--- src/rtl/controlador_rpn_pkg.sv ---
// Shared types for the RPN stack sequencer: opcodes, error codes, FSM states, arity helper.
// Unary opcodes 101/110 are enabled only when RPN_UNARIAS_EN is defined.
package rpn_pkg;

   typedef enum logic [2:0] {
      OP_SOMA  = 3'b000,
      OP_SUB   = 3'b001,
      OP_AND   = 3'b010,
      OP_OR    = 3'b011,
      OP_XOR   = 3'b100,
      OP_NOT   = 3'b101,
      OP_NEG   = 3'b110,
      OP_PASSA = 3'b111
   } opcode_t;

   typedef enum logic [1:0] {
      ERR_NENHUM    = 2'b00,
      ERR_OVERFLOW  = 2'b01,
      ERR_UNDERFLOW = 2'b10
   } erro_t;

   typedef enum logic [2:0] {
      OCIOSO,
      EMPILHA,
      LE_OPERANDOS,
      GRAVA,
      ERRO
   } estado_t;

`ifdef RPN_UNARIAS_EN
   localparam bit UNARIAS_EN = 1'b1;
`else
   localparam bit UNARIAS_EN = 1'b0;
`endif

   function automatic logic eh_unaria(input logic [2:0] op);
      return UNARIAS_EN && ((op == OP_NOT) || (op == OP_NEG));
   endfunction

endpackage

--- src/rtl/controlador_rpn_if.sv ---
// Command strobes from the front end and control outputs towards the stack datapath.
interface controlador_rpn_if #(
   parameter int PROFUNDIDADE = 4,
   parameter int LARGURA_END  = $clog2(PROFUNDIDADE)
);
   localparam int LARGURA_CNT = $clog2(PROFUNDIDADE) + 1;

   logic                    cmd_numero;
   logic                    cmd_operacao;
   logic [2:0]              operacao;
   logic                    cmd_executar;
   logic                    cmd_limpa;
   logic [PROFUNDIDADE-1:0] reg_load;
   logic                    mux_sel;
   logic [LARGURA_END-1:0]  reg_sel_a;
   logic [LARGURA_END-1:0]  reg_sel_b;
   logic [2:0]              ula_op;
   logic [LARGURA_CNT-1:0]  profundidade;
   logic                    pilha_vazia;
   logic                    pilha_cheia;
   logic                    ocupado;
   logic                    erro;
   logic [1:0]              codigo_erro;

   modport master (
      output cmd_numero, cmd_operacao, operacao, cmd_executar, cmd_limpa,
      input  reg_load, mux_sel, reg_sel_a, reg_sel_b, ula_op, profundidade,
             pilha_vazia, pilha_cheia, ocupado, erro, codigo_erro
   );

   modport slave (
      input  cmd_numero, cmd_operacao, operacao, cmd_executar, cmd_limpa,
      output reg_load, mux_sel, reg_sel_a, reg_sel_b, ula_op, profundidade,
             pilha_vazia, pilha_cheia, ocupado, erro, codigo_erro
   );
endinterface

--- src/rtl/controlador_rpn_decodificador_2_4.sv ---
// 2-to-4 one-hot decoder with enable; drives the stack cell load strobes.
module decodificador_2_4 (
   input  logic       en,
   input  logic [1:0] endereco,
   output logic [3:0] saida
);
   assign saida = en ? (4'b0001 << endereco) : 4'b0000;
endmodule

--- src/rtl/controlador_rpn.sv ---
// RPN stack sequencer: push/execute/clear FSM, depth counter and error latch.
// Optional unary opcodes (101/110) via `define RPN_UNARIAS_EN.
module controlador_rpn
   import rpn_pkg::*;
#(
   parameter int PROFUNDIDADE = 4,
   parameter int LARGURA_END  = $clog2(PROFUNDIDADE)
) (
   input  logic             clk,
   input  logic             rst,
   controlador_rpn_if.slave bus
);
   localparam int LARGURA_CNT = $clog2(PROFUNDIDADE) + 1;
   localparam logic [LARGURA_CNT-1:0] CNT_MAX  = LARGURA_CNT'(PROFUNDIDADE);
   localparam logic [LARGURA_CNT-1:0] CNT_UM   = LARGURA_CNT'(1);
   localparam logic [LARGURA_CNT-1:0] CNT_DOIS = LARGURA_CNT'(2);

   estado_t                estado, prox_estado;
   erro_t                  cod_erro, prox_cod;
   logic [LARGURA_CNT-1:0] cont;
   logic [2:0]             op_reg, op_efetivo;
   logic                   limpa_ok, wr_en, unaria_reg;
   logic [LARGURA_END-1:0] sel_a, sel_b, end_wr;

   // A same-cycle cmd_operacao decides the arity of the execute it accompanies.
   assign op_efetivo = bus.cmd_operacao ? bus.operacao : op_reg;
   assign unaria_reg = eh_unaria(op_reg);
   assign limpa_ok   = bus.cmd_limpa && ((estado == OCIOSO) || (estado == ERRO));

   always_ff @(posedge clk or negedge rst) begin
      if (!rst) estado <= OCIOSO;
      else      estado <= prox_estado;
   end

   always_comb begin
      prox_estado = estado;
      prox_cod    = cod_erro;
      case (estado)
         OCIOSO: begin
            if (bus.cmd_limpa) begin
               prox_cod = ERR_NENHUM;
            end else if (bus.cmd_numero) begin
               if (cont == CNT_MAX) begin
                  prox_estado = ERRO;
                  prox_cod    = ERR_OVERFLOW;
               end else begin
                  prox_estado = EMPILHA;
               end
            end else if (bus.cmd_executar) begin
               if (cont < (eh_unaria(op_efetivo) ? CNT_UM : CNT_DOIS)) begin
                  prox_estado = ERRO;
                  prox_cod    = ERR_UNDERFLOW;
               end else begin
                  prox_estado = LE_OPERANDOS;
               end
            end
         end
         EMPILHA:      prox_estado = OCIOSO;
         LE_OPERANDOS: prox_estado = GRAVA;
         GRAVA:        prox_estado = OCIOSO;
         ERRO: begin
            if (bus.cmd_limpa) begin
               prox_estado = OCIOSO;
               prox_cod    = ERR_NENHUM;
            end
         end
         default:      prox_estado = OCIOSO;
      endcase
   end

   always_ff @(posedge clk or negedge rst) begin
      if (!rst) begin
         cont     <= '0;
         op_reg   <= '0;
         cod_erro <= ERR_NENHUM;
      end else begin
         cod_erro <= prox_cod;
         if ((estado == OCIOSO) && bus.cmd_operacao) op_reg <= bus.operacao;
         if (limpa_ok)                               cont <= '0;
         else if (estado == EMPILHA)                 cont <= cont + CNT_UM;
         else if ((estado == GRAVA) && !unaria_reg)  cont <= cont - CNT_UM;
      end
   end

   // Idle selects clamp at 0; during an execute the A select doubles as write address.
   always_comb begin
      sel_b = (cont == '0)     ? '0 : LARGURA_END'(cont - CNT_UM);
      sel_a = (cont < CNT_DOIS) ? '0 : LARGURA_END'(cont - CNT_DOIS);
      if (((estado == LE_OPERANDOS) || (estado == GRAVA)) && unaria_reg) sel_a = sel_b;
      end_wr = (estado == EMPILHA) ? LARGURA_END'(cont) : sel_a;
   end

   assign wr_en = (estado == EMPILHA) || (estado == GRAVA);

   generate
      if (PROFUNDIDADE == 4) begin : g_dec
         decodificador_2_4 u_dec (
            .en       (wr_en),
            .endereco (end_wr),
            .saida    (bus.reg_load)
         );
      end else begin : g_dec_gen
         assign bus.reg_load = wr_en ? (PROFUNDIDADE'(1) << end_wr) : '0;
      end
   endgenerate

   assign bus.mux_sel      = (estado == GRAVA);
   assign bus.reg_sel_a    = sel_a;
   assign bus.reg_sel_b    = sel_b;
   assign bus.ula_op       = op_reg;
   assign bus.profundidade = cont;
   assign bus.pilha_vazia  = (cont == '0);
   assign bus.pilha_cheia  = (cont == CNT_MAX);
   assign bus.ocupado      = (estado == EMPILHA) || (estado == LE_OPERANDOS) || (estado == GRAVA);
   assign bus.erro         = (estado == ERRO);
   assign bus.codigo_erro  = cod_erro;

endmodule

--- src/flat_wrapper.sv ---
// flat-port wrapper written by rule: the top's interface ports become plain ports
module controlador_rpn_flat import rpn_pkg::*;
#(
   parameter int PROFUNDIDADE = 4,
   parameter int LARGURA_END  = $clog2(PROFUNDIDADE)
)
  (clk, rst, bus_cmd_numero, bus_cmd_operacao, bus_operacao, bus_cmd_executar, bus_cmd_limpa, bus_reg_load, bus_mux_sel, bus_reg_sel_a, bus_reg_sel_b, bus_ula_op, bus_profundidade, bus_pilha_vazia, bus_pilha_cheia, bus_ocupado, bus_erro, bus_codigo_erro);
  controlador_rpn_if #(.PROFUNDIDADE(PROFUNDIDADE), .LARGURA_END(LARGURA_END)) bus_i ();
  input  logic clk;
  input  logic rst;
  input wire logic [$bits(bus_i.cmd_numero)-1:0] bus_cmd_numero;
  input wire logic [$bits(bus_i.cmd_operacao)-1:0] bus_cmd_operacao;
  input wire logic [$bits(bus_i.operacao)-1:0] bus_operacao;
  input wire logic [$bits(bus_i.cmd_executar)-1:0] bus_cmd_executar;
  input wire logic [$bits(bus_i.cmd_limpa)-1:0] bus_cmd_limpa;
  output wire logic [$bits(bus_i.reg_load)-1:0] bus_reg_load;
  output wire logic [$bits(bus_i.mux_sel)-1:0] bus_mux_sel;
  output wire logic [$bits(bus_i.reg_sel_a)-1:0] bus_reg_sel_a;
  output wire logic [$bits(bus_i.reg_sel_b)-1:0] bus_reg_sel_b;
  output wire logic [$bits(bus_i.ula_op)-1:0] bus_ula_op;
  output wire logic [$bits(bus_i.profundidade)-1:0] bus_profundidade;
  output wire logic [$bits(bus_i.pilha_vazia)-1:0] bus_pilha_vazia;
  output wire logic [$bits(bus_i.pilha_cheia)-1:0] bus_pilha_cheia;
  output wire logic [$bits(bus_i.ocupado)-1:0] bus_ocupado;
  output wire logic [$bits(bus_i.erro)-1:0] bus_erro;
  output wire logic [$bits(bus_i.codigo_erro)-1:0] bus_codigo_erro;
  assign bus_i.cmd_numero = bus_cmd_numero;
  assign bus_i.cmd_operacao = bus_cmd_operacao;
  assign bus_i.operacao = bus_operacao;
  assign bus_i.cmd_executar = bus_cmd_executar;
  assign bus_i.cmd_limpa = bus_cmd_limpa;
  assign bus_reg_load = bus_i.reg_load;
  assign bus_mux_sel = bus_i.mux_sel;
  assign bus_reg_sel_a = bus_i.reg_sel_a;
  assign bus_reg_sel_b = bus_i.reg_sel_b;
  assign bus_ula_op = bus_i.ula_op;
  assign bus_profundidade = bus_i.profundidade;
  assign bus_pilha_vazia = bus_i.pilha_vazia;
  assign bus_pilha_cheia = bus_i.pilha_cheia;
  assign bus_ocupado = bus_i.ocupado;
  assign bus_erro = bus_i.erro;
  assign bus_codigo_erro = bus_i.codigo_erro;
  controlador_rpn #(.PROFUNDIDADE(PROFUNDIDADE), .LARGURA_END(LARGURA_END)) u_core (.clk(clk), .rst(rst), .bus(bus_i));
endmodule
--- config.mk ---
export PLATFORM = sky130hd
export DESIGN_NAME = controlador_rpn_flat
export DESIGN_NICKNAME = d
export VERILOG_FILES = /design/src/rtl/controlador_rpn_pkg.sv /design/src/rtl/controlador_rpn_if.sv /design/src/rtl/controlador_rpn_decodificador_2_4.sv /design/src/rtl/controlador_rpn.sv /design/src/flat_wrapper.sv
export SDC_FILE = /design/constraint.sdc
export NUM_CORES = 1
export LEC_CHECK = 0
export BUFFER_PORTS_ARGS = -buffer_cell sky130_fd_sc_hd__buf_2
export CAP_MARGIN = 5
export CORE_ASPECT_RATIO = 0.9
export CORE_MARGIN = 8
export CORE_UTILIZATION = 35
export DETAILED_ROUTE_END_ITERATION = 8
export PLACE_DENSITY = 0.64
export SYNTH_ARGS = -nofsm -noshare
export SYNTH_HDL_FRONTEND = slang
export SYNTH_HIERARCHICAL = 1
export SYNTH_SLANG_ARGS = --single-unit
export TNS_END_PERCENT = 20
--- constraint.sdc ---
create_clock -name clk -period 1.55 [get_ports clk]
set_input_delay 0.31 -clock clk [delete_from_list [all_inputs] [get_ports clk]]
set_output_delay 0.31 -clock clk [all_outputs]
set_load 0.05 [all_outputs]
==> flow_summary.json, run 1 <==
{
  "nNetsFinal": 128,
  "grtUsageMet2_pct": 20.68,
  "fin_ws_ns": -0.4085,
  "die_x_um": 64.94,
  "preCtsSetupSlack_ns": -0.2524,
  "port-buffer-count": 29,
  "postSynthRegisterBits": 11,
  "cts_htree_levels": 1,
  "grt_pass1_vias": 728,
  "timing.final.crit_period_ns": 1.959,
  "synth_warnings": 6,
  "drt_first_iter_violations": 8,
  "clock_path_buffers": 2,
  "synth_seq_area_share_pct": 36.48,
  "hold_viol_final": 0,
  "synthDistinctLibCells": 35,
  "finalClockSkew_ns": 0.004361,
  "final_min_period_over_clock_period_pct": 126.4,
  "worst_skew_pair.late_latency_ns": 0.27,
  "timing.final.setup_violations": 11,
  "clk_transition_reported_paths_ns": 0.07,
  "gr_util_all_layers_pct": 11.73,
  "n_fill_cell": 183,
  "layout-drive-gt1-share_pct": 64.35,
  "coreArea_mm2": 0.002102,
  "timing.hold.worst.class": "input port to register",
  "number_of_cells_after_detailed_placement": 137,
  "global_route.overflow_total": 0,
  "failed_checks": "negative setup slack",
  "layout.cells.non_filler": 142,
  "initial_utilization_pct": 35.89,
  "top_level_ports": 30,
  "routed-via-count": 709,
  "placement_rows": 16,
  "tritoncts": "built",
  "max_freq_mhz": 510.6,
  "number_of_antenna_violations_at_the_first_check_in_global_routing": 0,
  "antenna_cells": 0,
  "dieArea_mm2": 0.003899,
  "synthesis.area_per_instance_um2": 9.927,
  "avgRoutedWirePerCell_um": 14.29,
  "detail_route.vias_per_cell": 4.993,
  "antenna_violating_nets_post_route": 0,
  "clkSinkCount": 11,
  "setup.worst_path.end_class": "output port",
  "global_route.peak_usage_layer": "met2",
  "outcome": "complete, but fails checks",
  "grt_pass1_wl_mm": 3.491,
  "gpl.final_weighted_congestion": 0.7562,
  "crit_fanout": 4,
  "worst-slew-pin-transition_ns": 0.3545,
  "routed_wl_mm": 2.029,
  "primary_flip_flop_cell_chosen_by_synthesis_mapping": "dfrtp_1",
  "grtUsageMet1_pct": 12.27,
  "syn_area_um2": 754.5,
  "netlist_instances": 76,
  "maximum_number_of_pins_on_one_net_before_global_route_repair": 12,
  "synthArstFlopShare_pct": 100.0,
  "cts_inserted_buffers": 3,
  "slew-limit-headroom_pct": 76.18,
  "critical_path_arrival_ns": 1.65,
  "finalSetupTns_ns": -2.327,
  "clock_tree.root_cell": "clkbuf_4",
  "final-max-slew-violation-count": 0,
  "grtUsageMet3_pct": 3.558,
  "place_hpwl_mm": 1.637,
  "maxCapViolCount": 0,
  "flow.area_growth_from_synthesis_pct": 56.38,
  "synth_edf_count": 0,
  "classification_of_the_worst_setup_path": "register to output port",
  "die_y_um": 60.05,
  "drt_drc_violations_left": 0,
  "synth_fp_nets": 88,
  "rsz0062_at_grt": "yes",
  "critical_path_required_ns": 1.24,
  "detailed_routing_iteration_count_for_the_pre_antenna_repair_pass": 4,
  "setup.worst_path.start_class": "register"
}
Yosys cell counts (all sizes together) (3+ instances only):
cell | number | area (um^2)
buf | 4 | 35.03
a21oi | 3 | 15.01
dfrtp | 11 | 275.3
o21ai | 4 | 20.02
nand2 | 3 | 13.77
nand3 | 4 | 20.02
inv | 6 | 22.52
nor3 | 4 | 30.03
mux2 | 4 | 56.30
ha | 3 | 37.54
nor2 | 10 | 40.04
path summary, 6_finish.rpt:
kind / from / endpoint / slack [ns] / cells past startpoint
worst max register to register: u_core/estado[1] / u_core/bus.ula_op[1] / 0.06 / 4
worst max-delay path: u_core/estado[2] / bus_reg_load[1] / -0.41 / 5
min in group asynchronous: rst / u_core/estado[0] / 0.43 / 2
max in group asynchronous: rst / u_core/bus.profundidade[1] / 0.90 / 2
worst min-delay path: bus_operacao[0] / u_core/bus.ula_op[0] / 0.27 / 2
worst min register to register: u_core/bus.ula_op[1] / u_core/bus.ula_op[1] / 0.51 / 1
state kept, by name, indices dropped and copies added (netlist names):
name,flops
u_core/bus.codigo_erro,2
u_core/bus.profundidade,3
u_core/bus.ula_op,3
u_core/estado,3
layout by cell type (no fill, tap or decap), types with 3 or more instances in the layout:
cell type | Yosys | final
clkbuf_4 | 0 | 3
nor2_1 | 9 | 5
nand3_1 | 4 | 4
inv_1 | 5 | 3
buf_8 | 0 | 3
a21oi_1 | 3 | 3
mux2_4 | 3 | 4
nor2_4 | 0 | 3
o21ai_0 | 4 | 3
buf_4 | 1 | 10
dfrtp_1 | 11 | 9
buf_2 | 1 | 17
buf_6 | 2 | 8
routing by layer:
layer	vias up	part of all wire (%)
li1	345	-
met1	348	38
met2	11	57
met3	5	2.9
met4	0	1.7
met5	-	0
critical path, stage by stage (launching register included):
cell      delay (ns)
dfrtp_1         0.38
nand2b_4        0.15
nor2_4          0.10
mux2_4          0.34
and3b_2         0.25
buf_8           0.14
cells by family after synthesis:
logic type,synth area share (%)
adder cells (fa/ha/maj),4.976
multiplexers,8.789
AND/OR/NAND/NOR,27.03
buffers and inverters,7.628
XOR/XNOR,2.322
AO/OA/AOI/OAI,12.77
flip-flops,36.48
repair_timing:
item                       4_1_cts  5_1_grt
hold buffers                     1        0
setup buffers                    0        0
setup endpoints to repair       13       14
resized for setup               35        4
hold endpoints to repair        11        0
pin swaps                        1        0
layout make-up:
type                       instances  area (um^2)  share of cell area, %
tap                               27        33.78                  2.863
inverter                           6        25.02                  2.121
sequential                        11        277.8                  23.54
timing repair buffer              39        305.3                  25.87
clock buffer                       4        26.28                  2.227
multi-input combinational         55        511.7                  43.37
per-stage QoR:
step                hold WS (ns)  utilization, %  instance area (um^2)
floorplan                0.01441               -                 798.3
global placement          0.1932           48.04                  1010
detailed placement        0.1949           48.04                  1010
CTS                       0.2600           55.18                  1160
global route              0.2606           56.13                  1180
finish                    0.2686           56.13                  1180
Power of run 1 is not shown: default switching activity piles up to over one toggle a cycle in this logic, so the estimate is an artifact.
==> run 2, diff against run 1 <==
Settings changed: ABC_AREA set to 1.
==> run 2 against run 1 <==
  * The flow still finishes with violations (negative setup slack)
  * Flip-flop and latch count is the same
  * Via count grew 23%
  * First-iteration DRC count grew to 2.8 times the previous value
  * Clock skew shrank 0.0010 ns
  * Register-to-register slack gained 0.08 ns
==> flow_summary.json, run 2 <==
{
  "outcome": "complete, but fails checks",
  "nNetsFinal": 173,
  "critical_path_arrival_ns": 1.42,
  "maxCapViolCount": 0,
  "n_fill_cell": 190,
  "yosysTopAreaCell": "dfrtp_1",
  "clk_transition_reported_paths_ns": 0.07,
  "port-buffer-count": 29,
  "cts_inserted_buffers": 3,
  "critical_path_required_ns": 1.24,
  "setup.worst_path.end_class": "output port",
  "grt_pass1_vias": 873,
  "routed_wl_mm": 2.357,
  "netlist.area_leader.share_pct": 36.18,
  "total_switching_power_uw": 1697,
  "timing.hold.worst.class": "input port to register",
  "antenna_violating_nets_post_route": 0,
  "rsz0062_at_grt": "yes",
  "power_density_mw_per_mm2": 2283,
  "detailed_routing_iteration_count_for_the_pre_antenna_repair_pass": 4,
  "hold_viol_final": 0,
  "multi_input_comb_area_um2": 536.8,
  "internal_power_uw": 1314,
  "max_freq_mhz": 579.1,
  "synth_top_cells_by_count": "nand2_1, nor2_1, inv_1",
  "sw_frac_of_total_pct": 56.35,
  "synth_warnings": 6,
  "dieArea_mm2": 0.003923,
  "ir_worst_vdd_mv": 1.451,
  "power_frac_comb_pct": 77.2,
  "gpl.final_weighted_congestion": 0.7969,
  "coreArea_mm2": 0.002122,
  "post-synth-top-count-cell": "nand2_1",
  "number_of_antenna_violations_at_the_first_check_in_global_routing": 0,
  "worst-slew-pin-transition_ns": 0.2634,
  "slew-limit-headroom_pct": 82.44,
  "crit_fanout": 4,
  "cts_htree_levels": 1,
  "timing.final.crit_period_ns": 1.727,
  "maximum_number_of_pins_on_one_net_before_global_route_repair": 12,
  "layout.cells.non_filler": 187,
  "most-common-layout-cells": "nand2_1, buf_2, buf_4",
  "failed_checks": "negative setup slack",
  "avgRoutedWirePerCell_um": 12.60,
  "synth_edf_count": 0,
  "placement_rows": 16,
  "drt_drc_violations_left": 0,
  "clock_path_buffers": 2,
  "die_y_um": 60.23,
  "synth_fp_nets": 121,
  "layout-drive-gt1-share_pct": 56.25,
  "place_hpwl_mm": 1.813,
  "clock_tree.root_cell": "clkbuf_4",
  "synth_seq_area_share_pct": 36.18,
  "initial_utilization_pct": 35.85,
  "mostFrequentLayoutCell": "nand2_1",
  "global_route.overflow_total": 0,
  "synthArstFlopShare_pct": 100.0,
  "postSynthRegisterBits": 11,
  "finalClockSkew_ns": 0.003328,
  "classification_of_the_worst_setup_path": "register to output port",
  "final_min_period_over_clock_period_pct": 111.4,
  "fin_ws_ns": -0.1769,
  "top_level_ports": 30,
  "grt_pass1_wl_mm": 3.650,
  "share_seq_of_total_power_pct": 16.5,
  "clkSinkCount": 11,
  "die_x_um": 65.14,
  "power.share.clock_pct": 6.3,
  "timing.final.setup_violations": 9,
  "area_contributors_post_synth": "dfrtp_1, nand2_1, nor2_1, inv_1, nor2_4",
  "setup.worst_path.start_class": "register",
  "seq_area_um2": 279.0,
  "netlist_instances": 109,
  "detail_route.vias_per_cell": 4.652,
  "power.static_leakage_uw": 0.0006691,
  "syn_area_um2": 760.7,
  "primary_flip_flop_cell_chosen_by_synthesis_mapping": "dfrtp_1",
  "routed-via-count": 870,
  "antenna_cells": 0,
  "tritoncts": "built",
  "synthesis.area_per_instance_um2": 6.979,
  "synthDistinctLibCells": 20,
  "number_of_cells_after_detailed_placement": 179,
  "worst_skew_pair.late_latency_ns": 0.26,
  "drt_first_iter_violations": 22,
  "flow.area_growth_from_synthesis_pct": 73.35,
  "gr_util_all_layers_pct": 11.86,
  "finalSetupTns_ns": -0.9336,
  "final-max-slew-violation-count": 0
}
## run 2: cell types whose count changed in the layout (fill, tap and decap cells not counted), moves of 3 or more
cell     previous run  this run
buf_4              10        16
nand2_1             2        29
nand2_4             0         3
mux2_4              4         0
buf_6               8        12
inv_2               2         9
inv_1               3         6
nor2_4              3        10
nand2_2             1         5
## run 2: area by class of cell
class / count / area share [%]
Sequential cell: 11 / 21.16
Timing Repair Buffer: 48 / 28.84
Multi-Input combinational cell: 81 / 40.70
Tap cell: 27 / 2.562
Clock buffer: 4 / 1.992
Inverter: 16 / 4.744
## run 2: metrics by stage
stage          hold WS [ns]  utilization [%]  setup WS [ns]  area [um^2]  total power, uW
6_report             0.2760            62.15        -0.1769         1319             3011
5_1_grt              0.2698            62.15        -0.2609         1319             3176
4_1_cts              0.2732            59.55        -0.1848         1264             2894
3_5_place_dp         0.1896            51.53       -0.04331         1094             2443
3_3_place_gp         0.1904            51.53       0.006110         1094             2404
2_1_floorplan       0.01441                -        -0.3643        813.3             1872
## run 2: power by group through the flow
| stage | clock network (uW) | registers, uW | logic [uW] |
|---|---|---|---|
| 4_1_cts | 195 | 493 | 2210 |
| 2_1_floorplan | 0 | 829 | 1040 |
| 3_3_place_gp | 0 | 486 | 1920 |
| 5_1_grt | 211 | 508 | 2460 |
| 3_5_place_dp | 0 | 490 | 1950 |
| 6_report | 189 | 496 | 2330 |
## run 2: metal layers
metal	up-vias	GRT usage (%)	routed length, um
met2	24	23.65	1281
met3	2	2.434	109
li1	442	-	-
met5	-	0	0
met4	0	3.727	9
met1	402	11.97	957
## run 2: timing repair
action,CTS,global route
pin swaps,4,4
setup endpoints to repair,12,12
hold endpoints to repair,11,0
setup buffers,2,1
hold buffers,1,0
resized for setup,37,14
gates cloned,0,0
## run 2: worst paths after layout
path | cells after the start | start | slack, ns | endpoint
hold / removal | 3 | bus_operacao[0] | 0.28 | u_core/bus.ula_op[0]
setup reg to reg | 10 | u_core/bus.profundidade[0] | 0.14 | u_core/bus.profundidade[2]
hold reg to reg | 2 | u_core/bus.ula_op[1] | 0.47 | u_core/bus.ula_op[1]
setup / recovery | 7 | u_core/estado[0] | -0.18 | bus_reg_load[3]
min in group asynchronous | 2 | rst | 0.45 | u_core/bus.ula_op[0]
max in group asynchronous | 2 | rst | 0.87 | u_core/bus.profundidade[2]
## run 2: kinds of logic after synthesis
| family | synth area share [%] |
|---|---|
| buffers and inverters | 9.375 |
| adders and majority gates | 4.935 |
| xor gates and xnor gates | 1.152 |
| DFF | 36.18 |
| AOI/OAI and AO/OA | 7.072 |
| and+or+nand+nor | 41.28 |
## run 2: critical path, stage by stage, from the launching register on
cell and delay, ns:
dfrtp_1 0.36, inv_2 0.06, nor2_4 0.12, nand2_4 0.09, a21oi_4 0.16, nand2_2 0.10, nor2_4 0.11, buf_6 0.16
Note: power is estimated with default switching activity, not from simulation.
==> run 3, diff against run 2 <==
Settings changed: CORE_MARGIN 8 to 10, CORE_UTILIZATION 35 to 42, PLACE_DENSITY 0.64 to 0.74.
==> run 3 against run 2 <==
  * Critical path depth is the same
  * Highest routed layer unchanged
  * Global-route usage up 1.4 points
  * The flow still finishes with violations (negative setup slack)
  * Worst setup slack lost 0.016 ns
  * Utilization up 13 points
  * Critical path type unchanged
  * Worst hold slack better by 0.0024 ns
  * Power decreased by 1.9%
  * Combinational power is 3% lower
  * Critical endpoint is now bus_reg_load[1]
==> flow_summary.json, run 3 (synthesized netlist as in run 2, its figures left out) <==
{
  "maximum_number_of_pins_on_one_net_before_global_route_repair": 12,
  "tritoncts": "built",
  "clk_transition_reported_paths_ns": 0.07,
  "finalClockSkew_ns": 0.001755,
  "power.static_leakage_uw": 0.0006547,
  "detailed_routing_iteration_count_for_the_pre_antenna_repair_pass": 4,
  "number_of_antenna_violations_at_the_first_check_in_global_routing": 0,
  "antenna_violating_nets_post_route": 0,
  "detail_route.vias_per_cell": 4.928,
  "timing.final.crit_period_ns": 1.743,
  "critical_path_arrival_ns": 1.43,
  "die_x_um": 64.86,
  "rsz0062_at_grt": "yes",
  "timing.final.setup_violations": 11,
  "grt_pass1_wl_mm": 4.209,
  "cts_inserted_buffers": 3,
  "classification_of_the_worst_setup_path": "register to output port",
  "hold_viol_final": 0,
  "mostFrequentLayoutCell": "nand2_1",
  "slew-limit-headroom_pct": 82.58,
  "final_min_period_over_clock_period_pct": 112.5,
  "final-max-slew-violation-count": 0,
  "routed-via-count": 892,
  "coreArea_mm2": 0.001699,
  "setup.worst_path.start_class": "register",
  "drt_first_iter_violations": 28,
  "hold-worst-slack_ns": 0.2784,
  "clkSinkCount": 11,
  "flow.area_growth_from_synthesis_pct": 67.76,
  "clock_tree.root_cell": "clkbuf_4",
  "fin_ws_ns": -0.1931,
  "global_route.overflow_total": 0,
  "placement_rows": 14,
  "timing.hold.worst.class": "input port to register",
  "most-common-layout-cells": "nand2_1, buf_2, buf_4",
  "nNetsFinal": 170,
  "ir_worst_vdd_mv": 1.812,
  "number_of_cells_after_detailed_placement": 174,
  "dieArea_mm2": 0.003916,
  "layout-drive-gt1-share_pct": 54.78,
  "initial_utilization_pct": 44.77,
  "layout.cells.non_filler": 181,
  "place_hpwl_mm": 1.869,
  "setup.worst_path.end_class": "output port",
  "avgRoutedWirePerCell_um": 13.78,
  "worst_skew_pair.late_latency_ns": 0.26,
  "worst-slew-pin-transition_ns": 0.2593,
  "top_level_ports": 30,
  "port-buffer-count": 29,
  "gr_util_all_layers_pct": 13.31,
  "antenna_cells": 0,
  "power_density_mw_per_mm2": 2314,
  "outcome": "complete, but fails checks",
  "min_path_cells": 3,
  "maxCapViolCount": 0,
  "critical_path_required_ns": 1.24,
  "crit_fanout": 4,
  "n_fill_cell": 118,
  "failed_checks": "negative setup slack",
  "max_freq_mhz": 573.7,
  "routed_wl_mm": 2.495,
  "grt_pass1_vias": 960,
  "drt_drc_violations_left": 0,
  "clock_path_buffers": 2,
  "die_y_um": 60.38,
  "rr_worst_depth": 10,
  "gpl.final_weighted_congestion": 0.8357,
  "cts_htree_levels": 1
}
## run 3: changes by cell type in the layout (fill, tap and decap cells not counted), sizes merged
cell  before  now
buf       47   44
## run 3: final timing paths
check	slack, ns	startpoint	to
worst max-delay path	-0.19	u_core/estado[0]	bus_reg_load[1]
worst min-delay path	0.28	bus_operacao[0]	u_core/bus.ula_op[0]
worst max register to register	0.05	u_core/bus.profundidade[1]	u_core/bus.profundidade[2]
worst min register to register	0.48	u_core/bus.ula_op[0]	u_core/bus.ula_op[0]
max in group asynchronous	0.87	rst	u_core/bus.profundidade[1]
min in group asynchronous	0.46	rst	u_core/bus.codigo_erro[0]
## run 3: cell type report
type                    count  area, um^2  share of cell area [%]
multi-input cells          81       519.2                   40.69
well taps                  24       30.03                   2.353
flip-flops and latches     11       279.0                   21.86
repair buffers             45       356.6                   27.94
clock buffers               4       26.28                   2.059
inverters                  16       65.06                   5.098
## run 3: per-layer routing
layer | vias up | wire, um | global-route usage (%)
li1 | 438 | - | -
met1 | 396 | 916 | 13.02
met2 | 48 | 1267 | 22.89
met3 | 10 | 257 | 5.709
met4 | 0 | 53 | 9.146
met5 | - | 0 | 0
## run 3: critical path, stage by stage (launching register included)
cell and delay, ns:
dfrtp_1 0.37, inv_2 0.06, nor2_4 0.13, nand2_4 0.09, a21oi_4 0.15, nand2_2 0.10
nor2_2 0.11, buf_6 0.17
## run 3: metrics by stage
stage / instance area (um^2) / setup TNS, ns / setup WS, ns / power [uW] / utilization [%]
after global placement: 1075 / 0 / 0.004235 / 2362 / 63.25
final: 1276 / -1.194 / -0.1931 / 2953 / 75.11
after CTS: 1242 / -1.277 / -0.1952 / 2881 / 73.12
after floorplan: 813.3 / -1.919 / -0.3643 / 1872 / -
after detailed placement: 1075 / -0.06558 / -0.02684 / 2414 / 63.25
after global routing: 1276 / -2.078 / -0.2972 / 3143 / 75.11
## run 3: where the power goes
group | internal [uW] | leakage [uW] | total [uW] | switching [uW]
logic | 762 | 0.000501 | 2250 | 1490
registers | 406 | 0.000139 | 508 | 102
clock network | 99.5 | 0.0000150 | 193 | 94.0
## run 3: repair_timing
item	in CTS	in global routing
endpoints found under the setup margin	12	12
buffers inserted	1	1
hold buffers	1	0
pin swaps	4	4
hold endpoints to repair	11	0
resized for setup	37	7
